## src/rtl/lock_session_arbiter.sv

```systemverilog
// lock_session_arbiter
// Shares one combination-lock code checker between two consoles (A and B).
// One console at a time owns an entry session; the checker is cleared before
// every session and after every session end. Only the owner's valid digits
// (0..9) are forwarded, one cycle after the console strobe. An inactivity
// timeout aborts idle sessions and a failed code locks both consoles out.

module lock_session_arbiter #(
   parameter int unsigned TIMEOUT_CYCLES = 1000,
   parameter int unsigned LOCKOUT_CYCLES = 5000,
   parameter int unsigned CNT_W          = 13
) (
   input  logic       clk,
   input  logic       reset,
   input  logic       req_a,
   input  logic       req_b,
   input  logic [3:0] numero_a,
   input  logic [3:0] numero_b,
   input  logic       insere_a,
   input  logic       insere_b,
   input  logic       lock_ok,
   input  logic       lock_fail,
   output logic [3:0] lock_numero,
   output logic       lock_insere,
   output logic       lock_clear,
   output logic       grant_a,
   output logic       grant_b,
   output logic       unlocked,
   output logic       lockout,
   output logic [2:0] digit_count
);

   localparam int unsigned DIG_W  = 4;
   localparam int unsigned DCNT_W = 3;

   localparam logic [DIG_W-1:0]  DIGIT_LIMIT  = DIG_W'(10);
   localparam logic [DCNT_W-1:0] DCNT_MAX     = DCNT_W'(7);
   localparam logic [CNT_W-1:0]  TIMEOUT_LAST = CNT_W'(TIMEOUT_CYCLES - 1);
   localparam logic [CNT_W-1:0]  LOCKOUT_LAST = CNT_W'(LOCKOUT_CYCLES - 1);

   typedef enum logic [2:0] {
      ST_IDLE    = 3'd0,
      ST_CLEAR   = 3'd1,
      ST_SESSION = 3'd2,
      ST_OPEN    = 3'd3,
      ST_LOCKOUT = 3'd4
   } state_t;

   state_t               state;
   logic [CNT_W-1:0]     cnt;
   logic                 pick_b;

   logic                 owner_req;
   logic                 owner_ins;
   logic [DIG_W-1:0]     owner_num;
   logic                 digit_ok;
   logic                 timeout_hit;
   logic                 lockout_done;
   logic                 want_a;
   logic                 want_b;

   // Select the session owner's console inputs; the other console is ignored.
   always_comb begin
      owner_req = req_a;
      owner_ins = insere_a;
      owner_num = numero_a;
      if (grant_b) begin
         owner_req = req_b;
         owner_ins = insere_b;
         owner_num = numero_b;
      end
   end

   // Event decode: valid digit, timer expiries and round-robin arbitration.
   always_comb begin
      digit_ok     = owner_ins && (owner_num < DIGIT_LIMIT);
      timeout_hit  = (cnt == TIMEOUT_LAST);
      lockout_done = (cnt == LOCKOUT_LAST);
      want_a       = req_a && (!req_b || !pick_b);
      want_b       = req_b && !want_a;
   end

   // Session FSM with all outputs registered; strobes default low each cycle.
   always_ff @(posedge clk) begin
      if (!reset) begin
         state       <= ST_IDLE;
         cnt         <= '0;
         pick_b      <= 1'b0;
         lock_numero <= '0;
         lock_insere <= 1'b0;
         lock_clear  <= 1'b0;
         grant_a     <= 1'b0;
         grant_b     <= 1'b0;
         unlocked    <= 1'b0;
         lockout     <= 1'b0;
         digit_count <= '0;
      end else begin
         lock_insere <= 1'b0;
         lock_clear  <= 1'b0;

         case (state)
            ST_IDLE: begin
               cnt <= '0;
               if (want_a) begin
                  grant_a    <= 1'b1;
                  pick_b     <= 1'b1;
                  lock_clear <= 1'b1;
                  state      <= ST_CLEAR;
               end else if (want_b) begin
                  grant_b    <= 1'b1;
                  pick_b     <= 1'b0;
                  lock_clear <= 1'b1;
                  state      <= ST_CLEAR;
               end
            end

            ST_CLEAR: begin
               cnt         <= '0;
               digit_count <= '0;
               state       <= ST_SESSION;
            end

            ST_SESSION: begin
               if (lock_fail) begin
                  lockout <= 1'b1;
                  grant_a <= 1'b0;
                  grant_b <= 1'b0;
                  cnt     <= '0;
                  state   <= ST_LOCKOUT;
               end else if (lock_ok) begin
                  unlocked <= 1'b1;
                  state    <= ST_OPEN;
               end else if (!owner_req || timeout_hit) begin
                  // abandoned or idle session: release and reset the checker
                  lock_clear <= 1'b1;
                  grant_a    <= 1'b0;
                  grant_b    <= 1'b0;
                  cnt        <= '0;
                  state      <= ST_IDLE;
               end else if (digit_ok) begin
                  lock_numero <= owner_num;
                  lock_insere <= 1'b1;
                  cnt         <= '0;
                  if (digit_count != DCNT_MAX) begin
                     digit_count <= digit_count + DCNT_W'(1);
                  end
               end else begin
                  cnt <= cnt + CNT_W'(1);
               end
            end

            ST_OPEN: begin
               if (!owner_req) begin
                  unlocked   <= 1'b0;
                  lock_clear <= 1'b1;
                  grant_a    <= 1'b0;
                  grant_b    <= 1'b0;
                  state      <= ST_IDLE;
               end
            end

            ST_LOCKOUT: begin
               if (lockout_done) begin
                  lockout    <= 1'b0;
                  lock_clear <= 1'b1;
                  cnt        <= '0;
                  state      <= ST_IDLE;
               end else begin
                  cnt <= cnt + CNT_W'(1);
               end
            end

            default: begin
               state <= ST_IDLE;
            end
         endcase
      end
   end

endmodule

```

## config.mk

```make
export PLATFORM = sky130hd
export DESIGN_NAME = lock_session_arbiter
export DESIGN_NICKNAME = d
export VERILOG_FILES = /design/src/rtl/lock_session_arbiter.sv
export SDC_FILE = /design/constraint.sdc
export NUM_CORES = 1
export LEC_CHECK = 0
export CAP_MARGIN = 20
export CORE_AREA = 4 4 65 67
export DETAILED_ROUTE_END_ITERATION = 7
export DIE_AREA = 0 0 69 71
export PLACE_DENSITY = 0.73
export SLEW_MARGIN = 10
export SYNTH_ARGS = -nofsm -noshare
export SYNTH_HDL_FRONTEND = slang
export SYNTH_SLANG_ARGS = --single-unit
```

## constraint.sdc

```tcl
create_clock -name clk -period 2.35 [get_ports clk]
set_clock_uncertainty 0.1 [all_clocks]
set_input_delay 0.3525 -clock clk [delete_from_list [all_inputs] [get_ports clk]]
set_output_delay 0.3525 -clock clk [all_outputs]
set_load 0.01 [all_outputs]
```

==> out/qor.txt <==
Status = complete, no violations
Total Power = 1.42 mW
Placed Area = 2170 um^2
Most frequent cells in the layout = 30 x dfxtp_1, 28 x clkdlybuf4s50_1, 26 x buf_4
Core Region = 3630 um^2
Mux contribution to synthesized area = 0.0433
Root Driver = clkbuf_8
Register area = 601 um^2
Switching power = 0.450 mW
Internal power = 0.972 mW
Setup crit end kind = flip-flop
Worst skew pair latency = 0.29 ns
DRT iter0 DRCs = 71
Die Ht = 71 um
Post-DR vias/cell = 5.72
Initial Util = 0.461
Sw Ratio = 0.317
Largest net degree at the start of global routing = 23
Syn Area/Cell = 8.67 um^2
WL per Instance = 13.9 um
Worst Path Arrival = 2.34 ns
Total wire length = 4100 um
Max_slew headroom = 0.472
Commonest non-fill, non-tap cell in the layout = dfxtp_1
Die X = 69 um
Antenna fix cells = 0
First-pass GRT wire length = 6860 um
Adder-cell share of the synthesized area = 0.0224
Sequential fraction of the synthesis area = 0.359
GRT overflow = 0
Hold crit path type = reg -> reg
Worst path max stage delay = 0.56 ns
Combinational power share = 0.313
Worst slew pin tran = 0.782 ns
Post-cts resize count = 0
ANT nets after route = 0
Ports = 29
Total negative slack = 0 ns
Largest family of logic cells by synthesized area = compound AO/OA/AOI/OAI gates
Post-synthesis register bit count = 30
H-tree depth = 2
Clk network pwr share = 0.277
Part of the cycle the worst path needs = 0.962
Clock transition at path regs = 0.06 ns
Routability Congestion = 0.796
Startpoint types = flip-flop
Clock Tree Buf Depth = 2
Clk sinks = 30
Crit-path max FO = 7
Layout cells sized above 1 = 0.154
Max-cap violations = 0
Post-layout util = 0.621
Post-synth ARST share = 0
I/O Buffers = 28
Multi-input gate area = 1020 um^2
Cell row count = 22
DP Cell Count = 286
Initial antenna violation count = 0
Detailed-route DRC error count = 0
Fmax = 443 MHz
Total track usage = 0.171
Complex-gate fraction of the synthesized area = 0.286
Post-Syn Area = 1670 um^2
Hold slack = 0.394 ns
Peak VDD IR = 0.000356 V
Die ar. = 4900 um^2
Final setup viols = 0
Area growth, synth to finish = 34.7%
Main synth FF type = dfxtp_1
Synthesized net count = 212
Final nets = 265
Simple-Gate Fraction of Synth Area = 0.244
Slowest CP cell = or4_4
Tmin final = 2.26 ns
Crit path cell chain = or4_4, o41ai_4, buf_4, nor2_2, or3_1, o211a_1
Slew Limit Fails = 0
CP required = 2.43 ns
Post-route setup slack = 0.0902 ns
Final instance area = 2250 um^2
DRT Pass-1 Iters = 4
Crit Path Class = reg -> reg
CTS buffer count = 5
Unrepaired setup endpoints after global routing = no
Sequential fraction of design power = 0.410
Final hold viol count = 0
Leakage = 0.868 nW
Non-Filler Instances = 294
DR vias = 1682
TritonCTS clock tree = yes
Hpwl dp = 3030 um
Power density cells = 631 nW/um^2
Warnings, synthesis = 0
Syn Inst Count = 193
Pre-CTS setup slack = 0.00841 ns
Number of synthesized flops with an enable pin = 0
Fill cells = 345
Post-synthesis cell type count = 49
Vias in the first global route = 1525
XOR/XNOR share of the synthesized area = 0.0105
==> area by class of cell <==
| class | count | share of cell area |
|---|---|---|
| Timing Repair Buffer | 54 | 0.211 |
| Tap cell | 48 | 0.0266 |
| Inverter | 7 | 0.0117 |
| Multi-Input combinational cell | 148 | 0.451 |
| Clock buffer | 7 | 0.0339 |
| Sequential cell | 30 | 0.266 |
==> logic make-up (layout without fill, tap and decap cells) <==
logic type      count (synthesis)  in the layout
fa+ha+maj                       3              3
compound gates                 65             65
buf+inv                        15             68
simple gates                   71             71
mux                             7              7
flops                          30             30
xor+xnor                        2              2
==> per-layer routing <==
| metal | wire length, um | global-route usage | vias up |
|---|---|---|---|
| met3 | 200 | 0.0582 | 6 |
| met4 | 55 | 0.0564 | 0 |
| met5 | 0 | 0 | - |
| li1 | - | - | 854 |
| met2 | 1830 | 0.262 | 31 |
| met1 | 2010 | 0.225 | 791 |
==> timing repair <==
| item | 4_1_cts | 5_1_grt |
|---|---|---|
| buffers inserted | 0 | 1 |
| pin swaps | 1 | 2 |
| setup endpoints to repair | 2 | 5 |
| hold buffers | 0 | 0 |
==> synth_stat cells, types with 4 or more instances <==
| cell | count | area share |
|---|---|---|
| clkbuf_1 | 6 | 0.013 |
| nor3_1 | 6 | 0.018 |
| nor3b_1 | 4 | 0.018 |
| nand2_1 | 15 | 0.034 |
| and2_1 | 4 | 0.015 |
| nor2b_1 | 6 | 0.022 |
| o21ai_0 | 11 | 0.033 |
| mux2i_1 | 5 | 0.030 |
| o31ai_1 | 8 | 0.036 |
| inv_1 | 7 | 0.016 |
| o211a_1 | 6 | 0.036 |
| dfxtp_1 | 30 | 0.36 |
| nand3_1 | 6 | 0.018 |
| nor2_1 | 6 | 0.013 |
| a21oi_1 | 13 | 0.039 |
| or4_1 | 5 | 0.022 |
==> path summary, 6_finish.rpt <==
kind / start / to / slack, ns / cells past startpoint
worst max-delay path: cnt[3]$_SDFFE_PN0P_ / grant_b$_SDFFE_PN0P_ / 0.09 / 6
worst min-delay path: lock_numero[0]$_SDFFE_PN0P_ / lock_numero[0]$_SDFFE_PN0P_ / 0.39 / 1
worst max register to register: cnt[3]$_SDFFE_PN0P_ / grant_b$_SDFFE_PN0P_ / 0.09 / 6
worst min register to register: lock_numero[0]$_SDFFE_PN0P_ / lock_numero[0]$_SDFFE_PN0P_ / 0.39 / 1
==> state kept, by name, indices dropped and copies added (netlist names) <==
signal and flops:
cnt 13, lock_numero 4, digit_count 3, state 3, grant_a 1, grant_b 1, lock_clear 1, lock_insere 1
lockout 1, pick_b 1, unlocked 1
==> critical path: cells and delay by family, from the launching register on <==
family	cells	cell delay (ns)
buffers and inverters	1	0.21
DFF	1	0.32
AOI/OAI and AO/OA	2	0.47
and+or+nand+nor	3	1.04
==> power by group through the flow <==
| stage | Sequential [mW] | Combinational, mW | Clock, mW |
|---|---|---|---|
| CTS | 0.582 | 0.441 | 0.399 |
| detailed placement | 0.593 | 0.438 | 0 |
| global placement | 0.592 | 0.437 | 0 |
| floorplan | 0.585 | 0.269 | 0 |
| finish | 0.583 | 0.445 | 0.395 |
| global route | 0.589 | 0.487 | 0.419 |
(Power assumes the default switching activity.)
